File: config.mk
export PLATFORM = sky130hd
export DESIGN_NAME = branch_history_table
export DESIGN_NICKNAME = d
export VERILOG_FILES = /design/src/rtl/branch_history_table.sv
export SDC_FILE = /design/constraint.sdc
export NUM_CORES = 1
export LEC_CHECK = 0
export CAP_MARGIN = 5
export CORE_UTILIZATION = 28
export DETAILED_ROUTE_END_ITERATION = 7
export SLEW_MARGIN = 20
export SYNTH_ARGS = -nofsm -noshare
export SYNTH_HDL_FRONTEND = slang
export SYNTH_SLANG_ARGS = --single-unit
File: constraint.sdc
create_clock -name bht_clk -period 9.6 [get_ports bht_clk]
set_clock_uncertainty 0.05 [all_clocks]
set_input_delay 1.92 -clock bht_clk [delete_from_list [all_inputs] [get_ports bht_clk]]
set_output_delay 1.92 -clock bht_clk [all_outputs]
set_load 0.01 [all_outputs]
File: src/rtl/branch_history_table.sv
// branch_history_table: table of ENTRIES saturating CTR_BITS-bit counters
// indexed by word-aligned PC. Combinational prediction read, registered
// update port, saturating misprediction counter.
// Optional: define BHT_GSHARE_EN to XOR a global history register into
// both indices and expose it on bht_ghr.
module branch_history_table #(
    parameter int unsigned ENTRIES   = 64,
    parameter int unsigned CTR_BITS  = 2,
    parameter int unsigned PC_BITS   = 32,
    parameter int unsigned INIT_CTR  = 2**(CTR_BITS-1)-1,
    parameter int unsigned MISS_BITS = 16,
    parameter int unsigned GHR_BITS  = 6
) (
    input  logic                 bht_clk,
    input  logic                 bht_rst,
    input  logic [PC_BITS-1:0]   bht_pred_pc,
    output logic                 bht_pred_taken,
    output logic [CTR_BITS-1:0]  bht_pred_ctr,
    input  logic                 bht_upd_valid,
    input  logic [PC_BITS-1:0]   bht_upd_pc,
    input  logic                 bht_upd_taken,
    input  logic                 bht_upd_pred,
    output logic [MISS_BITS-1:0] bht_miss_count
`ifdef BHT_GSHARE_EN
    ,
    output logic [GHR_BITS-1:0]  bht_ghr
`endif
);

    localparam int unsigned IDX_BITS = $clog2(ENTRIES);

    logic [CTR_BITS-1:0]  ctr_table [ENTRIES];
    logic [MISS_BITS-1:0] miss_q;
    logic [IDX_BITS-1:0]  pred_idx;
    logic [IDX_BITS-1:0]  upd_idx;
    logic [CTR_BITS-1:0]  upd_cur;
    logic [CTR_BITS-1:0]  upd_next;
    logic [IDX_BITS-1:0]  hist_mix;

    // PC bits outside the index field carry no information for this table
    logic unused_pc_bits;
    assign unused_pc_bits = ^{bht_pred_pc[PC_BITS-1:IDX_BITS+2], bht_pred_pc[1:0],
                              bht_upd_pc[PC_BITS-1:IDX_BITS+2], bht_upd_pc[1:0]};

`ifdef BHT_GSHARE_EN
    logic [GHR_BITS-1:0] ghr_q;

    // Zero-extend the global history to index width
    always_comb begin
        hist_mix = '0;
        hist_mix[GHR_BITS-1:0] = ghr_q;
    end

    // History shifts in each resolved outcome at bit 0
    always_ff @(posedge bht_clk) begin
        if (bht_rst) begin
            ghr_q <= '0;
        end else if (bht_upd_valid) begin
            ghr_q <= (ghr_q << 1) | GHR_BITS'(bht_upd_taken);
        end
    end

    assign bht_ghr = ghr_q;
`else
    assign hist_mix = '0;
`endif

    // Index formation and zero-latency prediction read (no write forwarding)
    always_comb begin
        pred_idx       = bht_pred_pc[IDX_BITS+1:2] ^ hist_mix;
        upd_idx        = bht_upd_pc[IDX_BITS+1:2] ^ hist_mix;
        bht_pred_ctr   = ctr_table[pred_idx];
        bht_pred_taken = bht_pred_ctr[CTR_BITS-1];
    end

    // Saturating increment/decrement of the counter being updated
    always_comb begin
        upd_cur  = ctr_table[upd_idx];
        upd_next = upd_cur;
        if (bht_upd_taken) begin
            if (upd_cur != '1) upd_next = upd_cur + 1'b1;
        end else begin
            if (upd_cur != '0) upd_next = upd_cur - 1'b1;
        end
    end

    // Counter table: reset to INIT_CTR, single-entry write per valid update
    always_ff @(posedge bht_clk) begin
        if (bht_rst) begin
            for (int unsigned i = 0; i < ENTRIES; i++) begin
                ctr_table[i] <= CTR_BITS'(INIT_CTR);
            end
        end else if (bht_upd_valid) begin
            ctr_table[upd_idx] <= upd_next;
        end
    end

    // Misprediction statistics, saturating at all-ones
    always_ff @(posedge bht_clk) begin
        if (bht_rst) begin
            miss_q <= '0;
        end else if (bht_upd_valid && (bht_upd_taken != bht_upd_pred) && (miss_q != '1)) begin
            miss_q <= miss_q + 1'b1;
        end
    end

    assign bht_miss_count = miss_q;

endmodule

-- Word-level counts from Yosys, hierarchy flattened
Memory sizes are Yosys's and may differ from the RTL's.
Cells that the tools add are included.
- output and inout bits: 19
- word-level logic and storage cells: 23
- memory bits (read-only): 0
- bits in latches: 0
- memories kept: 1
- bits in writable memories: 128
- flip-flop bits (word level): 16
- input port bits: 69
- $lt $le $gt $ge: 0
- mux-type cells: 11
- multiply operators: 0
- eq/ne operators: 3
- shifts and indexed selects: 0
- bitwise operators: 0
- reduce and logical (&&, ||, !) cells: 4
- divide/modulo/power cells: 0
- add/subtract/negate cells: 3
- memory list (memory ; words ; width ; rd ports ; clocked after memory_dff ; write ports ; RTL line ; source):
    ctr_table ; 64 ; 2 ; 2 ; 0 ; 64 ; 32 ; logic [CTR_BITS-1:0] ctr_table [ENTRIES];
- operators with widths (cell ; number):
    $add 16x1->16 const B ; 1
    $ne 16x16->1 const B ; 1
    $mux 2 ; 4
    $mux 1 ; 6
    $mux 6 ; 1
    $add 2x1->2 const B ; 1
    $logic_and 1x1->1 ; 2
    $ne 2x2->1 const B ; 1
    $reduce_bool 2->1 ; 1
    $reduce_or 2->1 ; 1
    $sub 2x1->2 const B ; 1
    $ne 1x1->1 ; 1

-- Logic depth before layout (Yosys ltp)
Gate-level depths: netlist (run 1).
- depth after elaboration: 5
- gate-level depth with buffers: 13
- gate-level depth less buffers: 8

-- Least setup slack after synthesis (run 1)
Ideal clock, no wire load.
- path type: input port to output port
- from: input bht_pred_pc[2]
- to: output bht_pred_ctr[1]
- stages: 6
- arrival: 4101 ps
- setup slack: 3529 ps
- required time: 7630 ps
- buffers on the path: 3
- path through: clkbuf_1 buf_2 mux4_2 mux4_2 mux4_2 buf_4
- longest elaborated chain between the ends: 1
- ends and longest elaborated chain (item ; RTL line ; source):
    start: declaration ; 16 ; input logic [PC_BITS-1:0] bht_pred_pc,
    $mem_v2 64x2 ; n/a ;
    end: declaration ; 18 ; output logic [CTR_BITS-1:0] bht_pred_ctr,
No other way between the ends.

-- Final worst setup path (run 1)
- from: input bht_pred_pc[3]
- to: output bht_pred_taken
- longest elaborated chain between the ends: 1
- ends and longest elaborated chain (item ; RTL line ; source):
    $mem_v2 64x2 ; n/a ;
    end: declaration ; 17 ; output logic bht_pred_taken,
No other way between the ends.

==> impl_results.md, run 1 <==
* # resized after CTS at 0
* Final nets at 775
* Post-synth top flop: edfxtp_1
* H-tree depth reported by CTS at 4
* Routed vias at about 6000
* Clock Tree Root: clkbuf_16
* Worst-skew pair later-pin latency at approximately 430 ps
* Launch point of the worst path: bht_pred_pc[3]
* Post-synth EDFFs at 128
* Largest net degree at the start of global routing at slightly below 70
* Dpl cells at between 1000 and 1500
* Die height at 178 um
* Asr flop ratio synth at 0
* Synth warn at 0
* Worst setup SP type: primary input
* Diode count at 0
* Crit. End Element: primary output
* Leakage at 2.80 nW
* GRT Total Usage at 0.151
* RSZ-0062 raised after global routing: false
* Final min period at 7340 ps
* Yosys cell types at 57
* Worst Hold Launch: bht_miss_count[15]$_SDFFE_PP0P_
* Drt total wl at between 20000 and 25000 um
* Die area at 31800 sq um
* DR iter-0 viols at approximately 530
* Num CTS Buffers at 17
* Drt pass-1 iters at 5
* Peak supply drop at between 0.09 and 0.1 mV
* Reg2reg setup slack at ~6200 ps
* Initial antenna violation count at 0
* Synth Cell Area at roughly 8700 sq um
* Final Hold Vio Count at 0
* Seq cells post-synth at 144
* Worst Path Arrival at ~5400 ps
* Hold WC Path Type: reg -> reg
* Synthesis-to-layout area growth at 10.8%
* IO Count at between 80 and 90
* Crit Path Max Fanout at 17
* Critical Path RT at approximately 7600 ps
* Hold Path Stages at 2
* DRC errors left at 0
* Vias in the first global route at just under 6000
* Vias per cell at 5.47
* R2r startpoint: ctr_table[0][1]$_SDFFCE_PN0P_
* Final setup fails at 0
* Die Width at around 180 um
* Share of layout cells above drive strength 1 at 0.233
* Crit Path Class: in -> out
* R2r worst-path depth at 8
* Clock Pin Slew Worst Setup and Hold Paths at around 60 ps
* Pre-CTS setup slack at 2320 ps
* Row count at between 60 and 70
* Final RePlAce weighted congestion at around 0.81
* Grt ovf at 0
* Reg2Reg Capture Point: ctr_table[23][0]$_SDFFCE_PN1P_
* TritonCTS clock tree: done
* Crit path top cell by count: mux4_2
* Slowest stage delay, CP at about 1100 ps
* # port buffers at 35
* Core region area at roughly 31000 sq um
* Worst setup margin at between 2000 and 2500 ps
* Initial core utilization at 0.285
* Hold buffers post-CTS at 0
* Max-slew headroom at 0.244
* Fmax at between 0.1 and 0.15 GHz
* Final core utilization at 0.315
* Average cell area after synthesis at roughly 12 sq um
* Crit-path slowest cell: clkdlybuf4s50_1
* Post-DR wirelength/cell at between 20 and 25 um
* Post-route ant nets at 0
* Maximum clock insertion buffer count at 2
* Power Density at around 160 nW/um^2
* Syn Nets at roughly 800
* Final Max Slew Viols at 0
* Pin slew with the least headroom to its limit at 1130 ps
* Setup_tns at 0 ps
* Post-CTS Setup Inserts at 0
* Final Cycle Share at 0.765
* Post-synthesis sequential area ratio at 0.478
* HPWL after DPL at about 15000 um
* Worst path cell trace: clkdlybuf4s50_1, buf_4, mux4_2, mux4_2, mux4_2, clkdlybuf4s50_1
* Outcome: completed
* Cells after Synth at between 700 and 800
* Post-route insts no fill at about 1100
* First-pass GRT wire length at around 35000 um
* Clk sinks at about 140
* Hold Path End: bht_miss_count[15]$_SDFFE_PP0P_
* Max-cap violations at 0
-- sequential cells by signal, summed over array words and instances (netlist names) --
name / count
ctr_table: 128
bht_miss_count: 16
-- routing by layer --
metal,share of wire,up-vias,track usage
met5,0,-,0
met4,0.026,0,0.0530
met3,0.097,37,0.0475
met2,0.46,299,0.231
met1,0.42,3041,0.200
li1,-,2713,-
-- critical path: cells and delay by family --
family                 cells  cell delay [ps]
buffers and inverters      3             2040
multiplexers               3             1400
-- power by group --
group	switching [W]	internal, W	total [W]
combinational	0.000129	0.0000635	0.000192
clock	0.000272	0.000361	0.000633
sequential	0.00000900	0.000695	0.000704
total	0.000410	0.00112	0.00153
-- area by class of cell --
class	count	area [sq um]
clock inverter	11	71.3
multi-input combinational	486	3970
clock buffer	21	482
sequential	144	4160
tap	396	495
inverter	8	30.0
fill	3112	20900
timing repair buffer	48	437
-- synthesized netlist by cell type, types with 4 or more instances --
cell | count | area [sq um]
nand3_1 | 54 | 270
mux2i_1 | 23 | 230
and3_1 | 9 | 56.3
buf_2 | 13 | 65.1
xor2_1 | 7 | 61.3
a221o_1 | 4 | 40.0
nor3_2 | 51 | 510
nor2_1 | 58 | 218
inv_1 | 7 | 26.3
nand2_1 | 63 | 236
a31oi_1 | 5 | 31.3
buf_6 | 8 | 90.1
buf_1 | 6 | 22.5
nor3_1 | 8 | 40.0
nand4_1 | 7 | 43.8
a22oi_1 | 5 | 37.5
dfxtp_1 | 16 | 320
buf_8 | 10 | 150
o21ai_0 | 55 | 275
xnor2_1 | 9 | 78.8
mux4_2 | 56 | 1260
edfxtp_1 | 128 | 3840
clkbuf_1 | 32 | 120
nand2b_1 | 9 | 56.3
buf_4 | 8 | 60.1
a21oi_1 | 10 | 50.1
o22ai_1 | 5 | 31.3
nor3b_1 | 5 | 37.5
-- metrics by stage --
| step | power (W) | hold slack [ps] | cell area [sq um] |
|---|---|---|---|
| 2_1_floorplan | 0.000883 | 506 | 8710 |
| 3_3_place_gp | 0.000907 | 478 | 9080 |
| 3_5_place_dp | 0.000908 | 476 | 9080 |
| 4_1_cts | 0.00153 | 496 | 9640 |
| 5_1_grt | 0.00158 | 528 | 9650 |
| 6_report | 0.00153 | 492 | 9650 |
-- placed cells by master, fill, tap and decap left out, types with 3 or more instances in the layout --
cell / n
edfxtp_1: 128
nand2_1: 63
nor2_1: 58
mux4_2: 56
o21ai_0: 55
nand3_1: 54
nor3_2: 51
clkdlybuf4s50_1: 32
mux2i_1: 23
clkbuf_16: 18
dfxtp_1: 16
buf_4: 12
a21oi_1: 10
and3_1: 9
nand2b_1: 9
xnor2_1: 9
nor3_1: 8
nand4_1: 7
xor2_1: 7
inv_4: 7
inv_1: 6
a22oi_1: 5
a31oi_1: 5
nor3b_1: 5
o22ai_1: 5
a221o_1: 4
nand3b_1: 3
a221oi_1: 3
nor2b_1: 3
and2_1: 3
or3b_2: 3
buf_2: 3
-- logic make-up (layout without fill, tap and decap cells) --
family | count (synthesis) | in the layout | synth area share
muxes | 79 | 79 | 0.171
xor gates and xnor gates | 16 | 16 | 0.0161
AOI/OAI and AO/OA | 101 | 101 | 0.0714
buffers and inverters | 87 | 88 | 0.0664
adders and majority gates | 3 | 3 | 0.00402
DFF | 144 | 144 | 0.478
and+or+nand+nor | 287 | 287 | 0.193
-- worst max path at each step --
stage / to / slack [ps] / depth (start not counted)
floorplan: bht_pred_ctr[1] / 3530 / 6
global placement: bht_pred_taken / 2310 / 6
detailed placement: bht_pred_taken / 2320 / 6
CTS: bht_pred_taken / 2310 / 6
global route: bht_pred_ctr[1] / 2190 / 6
finish: bht_pred_taken / 2260 / 6
(Power assumes the default switching activity.)
==> run 2, diff against run 1 <==
Clock period 9.6 ns to 7.2 ns, I/O delays scaled along.
==> impl_results.md, run 2 (synthesized netlist as in run 1, its figures left out) <==
* Commonest non-fill, non-tap cells in the layout: edfxtp_1, nand2_1, nor2_1
* Leakage at 2.84 nW (+1.5%)
* Crit Path Max Fanout at 28 (+11)
* Vias per cell at 5.42 (-0.81%)
* Max-slew headroom at 0.291 (+0.0467)
* Die Width at 178 um (unchanged)
* Multi-input logic area at 3970 sq um (unchanged)
* Initial antenna violation count at 0 (unchanged)
* Share of layout cells above drive strength 1 at 0.240 (+0.00774)
* Hold buffers post-CTS at 0 (unchanged)
* Die area at 31800 sq um (unchanged)
* Outcome: completed
* Reg with most FFs: ctr_table
* Reg power frac at 0.452 (-0.008)
* Fillers at 3111 (-0.032%)
* Final setup fails at 0 (unchanged)
* Peak supply drop at 0.117 mV (+19%)
* DRC errors left at 0 (unchanged)
* Clk sinks at 144 (unchanged)
* Max reg flops at 128 (unchanged)
* Die height at 178 um (unchanged)
* Crit. End Element: primary output
* Hold WC Path Type: reg -> reg
* IO Count at 88 (unchanged)
* Final RePlAce weighted congestion at 0.797 (-1.2%)
* # port buffers at 35 (unchanged)
* H-tree depth reported by CTS at 4 (unchanged)
* TritonCTS clock tree: done
* Final min period at just under 6000 ps
* Drt pass-1 iters at 5 (unchanged)
* DR iter-0 viols at 647 (+21%)
* R2r worst-path depth at 8 (unchanged)
* HPWL after DPL at 15400 um (+2.8%)
* Crit Path Class: in -> out
* Sw Share at 0.271 (+0.00309)
* Final nets at 781 (+0.77%)
* Post-CTS Setup Inserts at 0 (unchanged)
* Drt total wl at 23800 um (+2.1%)
* Post-route insts no fill at 1120 (+0.54%)
* Hold Path Stages at 2 (unchanged)
* Core region area at 30600 sq um (unchanged)
* Reg area at 4160 sq um (unchanged)
* Setup_tns at 0 ps (unchanged)
* Clock Pin Slew Worst Setup and Hold Paths at 70 ps (about the same)
* Final Hold Vio Count at 0 (unchanged)
* RSZ-0062 raised after global routing: false
* Final Cycle Share at 0.828
* Worst-skew pair later-pin latency at 430 ps (about the same)
* Synthesis-to-layout area growth at 11.9%
* Pin slew with the least headroom to its limit at 1060 ps (-69.8 ps)
* Post-route ant nets at 0 (unchanged)
* Worst Path Arrival at 4470 ps (-900 ps)
* Critical Path RT at 5710 ps (-1920 ps)
* Num CTS Buffers at 17 (unchanged)
* Initial core utilization at 0.285 (unchanged)
* Commonest non-fill, non-tap cell in the layout: edfxtp_1
* GRT Total Usage at 0.155 (+0.00405)
* Row count at 64 (unchanged)
* Clk pwr share at 0.419 (+0.005)
* Vias in the first global route at 6039 (+1.9%)
* Final Max Slew Viols at 0 (unchanged)
* Routed vias at 6073 (-0.28%)
* Diode count at 0 (unchanged)
* Grt ovf at 0 (unchanged)
* Comb pwr share at 0.129 (+0.003)
* Power Density at 213 nW/um^2 (+35%)
* Switching power at 0.000563 W (+37%)
* Max-cap violations at 0 (unchanged)
* Worst setup SP type: primary input
* First-pass GRT wire length at 36400 um (+3.0%)
* Post-DR wirelength/cell at 21.3 um (+1.5%)
* # resized after CTS at 0 (unchanged)
* Largest net degree at the start of global routing at 61 (-12%)
* Clock Tree Root: clkbuf_16
* Maximum clock insertion buffer count at 2 (unchanged)
* Fmax at around 0.17 GHz
* P_int at 0.00151 W (+35%)
* Dpl cells at 1088 (+0.65%)
[run 2: cell types whose count changed in the layout (fill, tap and decap cells not counted), sizes merged]
cell and delta:
clkbuf -1, clkinv +5, inv -4, buf +6
[run 2: path summary, 6_finish.rpt]
path | endpoint | slack [ps] | start
worst max-delay path | bht_pred_ctr[0] | 1240 | bht_pred_pc[2]
worst min-delay path | bht_miss_count[8]$_SDFFE_PP0P_ | 510 | bht_miss_count[8]$_SDFFE_PP0P_
worst max register to register | ctr_table[29][0]$_SDFFCE_PN1P_ | 3910 | ctr_table[0][1]$_SDFFCE_PN0P_
worst min register to register | bht_miss_count[8]$_SDFFE_PP0P_ | 510 | bht_miss_count[8]$_SDFFE_PP0P_
[run 2: through the flow]
| step | util | total power [W] | instance area [sq um] | hold slack (ps) | setup WS [ps] |
|---|---|---|---|---|---|
| 6_report | 0.318 | 0.00208 | 9740 | 506 | 1240 |
| 5_1_grt | 0.318 | 0.00213 | 9740 | 551 | 1070 |
| 4_1_cts | 0.318 | 0.00208 | 9740 | 511 | 1200 |
| 3_5_place_dp | 0.299 | 0.00122 | 9160 | 480 | 1200 |
| 3_3_place_gp | 0.299 | 0.00122 | 9160 | 472 | 1200 |
| 2_1_floorplan | - | 0.00118 | 8710 | 506 | 2090 |
[run 2: power groups by stage]
stage	logic, W	registers [W]	clock network (W)
after floorplan	0.000227	0.000950	0
after global placement	0.000264	0.000955	0
after global routing	0.000285	0.000940	0.000909
after CTS	0.000267	0.000938	0.000874
after detailed placement	0.000266	0.000956	0
final	0.000268	0.000938	0.000870
[run 2: area by class of cell]
cell class	instances	area share
Sequential cell	144	0.427
Multi-Input combinational cell	486	0.407
Inverter	8	0.00308
Clock inverter	12	0.00950
Timing Repair Buffer	54	0.0516
Tap cell	396	0.0509
Clock buffer	20	0.0502
[run 2: critical path, cell delays in order]
cell	delay (ps)
buf_2	750
buf_4	280
mux4_2	530
mux4_2	480
mux4_2	480
clkdlybuf4s50_1	490
[run 2: layer usage]
layer	part of all wire	vias up	GRT usage
met4	0.024	0	0.0526
li1	-	2728	-
met1	0.44	3057	0.208
met3	0.067	36	0.0339
met5	0	-	0
met2	0.47	252	0.246
==> run 3, diff against run 2 <==
Clock period 7.2 ns to 5.4 ns, I/O delays scaled along.
==> impl_results.md, run 3 (synthesized netlist as in run 1, its figures left out) <==
* Outcome: completed
* Die area at 31800 sq um (unchanged)
* CP delay by family, top: multiplexers
* Reg with most FFs: ctr_table
* Share of layout cells above drive strength 1 at 0.260 (+0.0201)
* GRT Total Usage at 0.159 (+0.00440)
* Clk sinks at 144 (unchanged)
* Post-route insts no fill at 1141 (+1.9%)
* Diode count at 0 (unchanged)
* Maximum clock insertion buffer count at 2 (unchanged)
* Setup_tns at 0 ps (unchanged)
* Final RePlAce weighted congestion at 0.819 (+2.8%)
* Worst Hold Launch: bht_miss_count[13]$_SDFFE_PP0P_
* Post-route ant nets at 0 (unchanged)
* Pin slew with the least headroom to its limit at 949 ps (-111 ps)
* Hold Path Stages at 2 (unchanged)
* Routed vias at 6191 (+1.9%)
* Reg2reg setup slack at 2480 ps (-1430 ps)
* Leakage at 2.95 nW (+4.0%)
* Commonest non-fill, non-tap cells in the layout: edfxtp_1, nand2_1, nor2_1
* Fillers at 3095 (-0.51%)
* Final setup fails at 0 (unchanged)
* Power Density at 276 nW/um^2 (+30%)
* Final Cycle Share at 0.898
* R2r worst-path depth at 8 (unchanged)
* Dpl cells at 1109 (+1.9%)
* Reg area at 4160 sq um (unchanged)
* Synthesis-to-layout area growth at 14.2%
* Crit-path slowest cell: mux4_2
* TritonCTS clock tree: done
* Die height at 178 um (unchanged)
* Vias in the first global route at 6125 (+1.4%)
* Worst-skew pair later-pin latency at 440 ps (about the same)
* Row count at 64 (unchanged)
* Final Hold Vio Count at 0 (unchanged)
* Initial antenna violation count at 0 (unchanged)
* Critical Path RT at 4270 ps (-1440 ps)
* Post-DR wirelength/cell at 21.4 um (+0.51%)
* Clock Tree Root: clkbuf_16
* Slowest stage delay, CP at 540 ps (-210 ps)
* Crit Path Class: in -> out
* Crit. End Element: primary output
* # resized after CTS at 0 (unchanged)
* Worst path cell trace: clkdlybuf4s50_1, buf_12, mux4_2, mux4_2, mux4_2, clkdlybuf4s50_1
* Multi-input logic area at 3970 sq um (unchanged)
* Final nets at 802 (+2.7%)
* Die Width at 178 um (unchanged)
* Max-cap violations at 0 (unchanged)
* IO Count at 88 (unchanged)
* First-pass GRT wire length at 37400 um (+2.6%)
* Worst Path Arrival at 3720 ps (-750 ps)
* DR iter-0 viols at 531 (-18%)
* DRC errors left at 0 (unchanged)
* Commonest non-fill, non-tap cell in the layout: edfxtp_1
* R2r startpoint: ctr_table[0][1]$_SDFFCE_PN0P_
* Worst setup SP type: primary input
* Vias per cell at 5.43 (about the same)
* Core region area at 30600 sq um (unchanged)
* Hold Path End: bht_miss_count[13]$_SDFFE_PP0P_
* Fmax at roughly 0.21 GHz
* Drt total wl at 24400 um (+2.4%)
* Worst hold margin at 506 ps (-0.262 ps)
* RSZ-0062 raised after global routing: false
* Largest net degree at the start of global routing at 65 (+6.6%)
* HPWL after DPL at 16400 um (+6.3%)
* Grt ovf at 0 (unchanged)
* Initial core utilization at 0.285 (unchanged)
* # port buffers at 35 (unchanged)
* Reg2Reg Capture Point: ctr_table[1][1]$_SDFFCE_PN0P_
* Drt pass-1 iters at 5 (unchanged)
* Max-slew headroom at 0.365 (+0.0742)
* Hold WC Path Type: reg -> reg
* CP bufs+invs at 3 (unchanged)
* Post-CTS Setup Inserts at 0 (unchanged)
* Final min period at 4850 ps
* H-tree depth reported by CTS at 4 (unchanged)
* Max reg flops at 128 (unchanged)
* Final Max Slew Viols at 0 (unchanged)
* Crit Path Max Fanout at 32 (+14%)
* Clock Pin Slew Worst Setup and Hold Paths at 60 ps (about the same)
* Hold buffers post-CTS at 0 (unchanged)
* Num CTS Buffers at 17 (unchanged)
* Crit path top cell by count: mux4_2
* Peak supply drop at 0.221 mV (+89%)
## run 3: cell count changes in the layout (fill, tap and decap cells not counted), moves of 2 or more
| cell | delta |
|---|---|
| inv_6 | -3 |
| buf_12 | +6 |
| buf_4 | +15 |
| clkinv_2 | +2 |
## run 3: per-layer routing
layer / wire length, um / part of all wire / vias up / GRT usage
met5: 35 / 0.0014 / - / 0
met4: 824 / 0.034 / 2 / 0.0710
met3: 1720 / 0.071 / 47 / 0.0330
met2: 11700 / 0.48 / 284 / 0.251
met1: 10100 / 0.42 / 3086 / 0.210
li1: - / - / 2772 / -
## run 3: area by class of cell
cell class                      count  share of cell area
Multi-Input combinational cell    486               0.399
Sequential cell                   144               0.419
Clock inverter                     12             0.00831
Clock buffer                       20              0.0471
Inverter                            8             0.00302
Timing Repair Buffer               75              0.0740
Tap cell                          396              0.0498
## run 3: worst register-to-register path, cell delays in order (launching register included)
cell      delay, ps
edfxtp_1        390
or3b_2          200
a21oi_1          70
o31ai_2         550
o221ai_2        240
nor4b_4         360
maj3_4          450
buf_12          250
nor3_1           70
## run 3: worst max path at each step
| stage | startpoint | end | slack (ps) | cells past startpoint |
|---|---|---|---|---|
| 6_report | bht_pred_pc[3] | bht_pred_taken | 550 | 6 |
| 5_1_grt | bht_pred_pc[3] | bht_pred_ctr[1] | 490 | 6 |
| 4_1_cts | bht_pred_pc[3] | bht_pred_taken | 530 | 6 |
| 3_5_place_dp | bht_pred_pc[3] | bht_pred_taken | 530 | 6 |
| 3_3_place_gp | bht_pred_pc[3] | bht_pred_taken | 550 | 6 |
| 2_1_floorplan | bht_pred_pc[2] | bht_pred_ctr[1] | 1010 | 6 |
## run 3: metrics by stage
stage               area (sq um)  utilization  total power [W]  setup WS [ps]
floorplan                   8710            -          0.00157           1010
global placement            9390        0.307          0.00165            546
detailed placement          9390        0.307          0.00166            532
CTS                         9940        0.325          0.00275            532
global route                9940        0.325          0.00282            490
finish                      9940        0.325          0.00275            549
## run 3: report_power, final
part | internal, W | switching (W) | leakage [nW]
clock | 0.000627 | 0.000484 | 0.280
sequential | 0.00123 | 0.0000164 | 1.28
combinational | 0.000144 | 0.000240 | 1.40
==> RTL edit, RTL diff (flow settings as in run 2) <==
The option `BHT_GSHARE_EN` is turned on by a define.
--- a/src/rtl/branch_history_table.sv
+++ b/src/rtl/branch_history_table.sv
@@ -5,2 +5,4 @@
 // both indices and expose it on bht_ghr.
+`define BHT_GSHARE_EN
+
 module branch_history_table #(
Check against the original RTL (old outputs only; new: bht_ghr): not equivalent (a bounded check fails within 4 cycles, from zero or initial values and one cycle with bht_rst high).
==> RTL edit against run 2 <==
- sequential cell count is 6 higher
- wire length decreased by 3.4%
- die area about the same
- setup slack got worse by 0.10 ns
- total power up 7.5%
- final area up 4.1%
- sequential power increased by 3.3%
- via count up 3.5%
- critical path depth rose by 1
- count of clock-buffer cells in the layout is 5 higher
- combinational power grew 23%
- area after synthesis hardly changed
- largest power group unchanged
==> RTL edit: results <==
[status]
status = "complete, no violations"

[detailed_routing]
wl_per_cell_um = 19.3
dr.first_iter.drc_count = 863
num_vias = 6286
drtPass1Iterations = 6

[critical_path]
r2r_slack_ns = 2.60
arrival_ns = 4.58
critPathMaxFanout = 32
crit_family = "multiplexers"
crit_slowest_cell = "mux4_2"
crit_path_max_incr_delay_ns = 0.58

[power]
max-vdd-ir-drop_mv = 0.123
p_leak_nw = 3.11

[synthesis]
seq_area_frac_synth = 0.492
muxShareOfSynthArea = 0.174
synthTopCellsByArea = "edfxtp_1 44%, mux4_2 14%, dfxtp_1 5.1%"
syn_nets = 833
synthAdderAreaFrac = 0.00388
synth-xor-area-share = 0.0349
yosysUniqueCellTypes = 52
synthTopCellsByCount = "128 x edfxtp_1, 99 x nor2_1, 88 x nand2_1"
synth_compound_area_frac = 0.0401

[placement]
place_hpwl_mm = 15.1
gp_congestion = 0.823
postPlaceCellArea_sq_um = 9510
preCtsSetupSlack_ns = 1.10
io_buffers = 41

[final_layout]
fin_nets = 852
fillers = 3043
layout-drive-gt1-share = 0.171
ff_latch_area_sq_um = 4280

[sta]
fmaxAchievable_mhz = 165
relSlewSlack = 0.294

[grt]
grt_start_max_net_pins = 87
grt_pass1_wl_mm = 35.0

[clocking]
clk_pin_slew_worst_paths_ns = 0.06
RTL edit: worst paths after layout:
check,from,to,cells after the start
setup reg to reg,bht_ghr[0],ctr_table[59][0],11
hold reg to reg,bht_miss_count[15],bht_miss_count[15],2
setup / recovery,bht_pred_pc[2],bht_pred_ctr[1],7
hold / removal,bht_miss_count[15],bht_miss_count[15],2
RTL edit: metrics by stage:
step                std cells  hold slack, ns
floorplan                 763           0.461
global placement         1159           0.429
detailed placement       1159           0.448
CTS                      1191           0.462
global route             1191           0.508
finish                   1191           0.450
RTL edit: cell families after synthesis:
kind of cell,Yosys count
fa+ha+maj,3
compound gates,52
mux,83
simple gates,375
buf+inv,70
flops,150
xor+xnor,30
RTL edit: per-layer routing:
layer | up-vias | global-route usage | wire [um]
met4 | 0 | 0.0530 | 504
met5 | - | 0 | 0
met2 | 274 | 0.240 | 11000
met3 | 36 | 0.0277 | 1860
li1 | 2849 | - | -
met1 | 3127 | 0.198 | 9670
RTL edit: layout make-up:
| type | instances | area share |
|---|---|---|
| Timing Repair Buffer | 67 | 0.0629 |
| Multi-Input combinational cell | 543 | 0.403 |
| Clock buffer | 25 | 0.0573 |
| Sequential cell | 150 | 0.422 |
| Tap cell | 396 | 0.0488 |
| Inverter | 3 | 0.00111 |
| Clock inverter | 7 | 0.00432 |
RTL edit: worst reg2reg max path: stages, from the launching register on:
cell and delay [ns]:
dfxtp_1 0.58, buf_4 0.29, xor2_2 0.62, buf_4 0.43
mux2i_1 0.24, o211ai_1 0.09, o21ai_0 0.35, nand3_1 0.19
nor4b_2 0.36, maj3_2 0.66, buf_12 0.30, nand3_1 0.15
RTL edit: report_power, final:
group | leakage, nW | total, mW | switching, mW | internal [mW]
combinational | 1.51 | 0.329 | 0.205 | 0.124
sequential | 1.29 | 0.969 | 0.0126 | 0.956
clock | 0.317 | 0.935 | 0.371 | 0.564
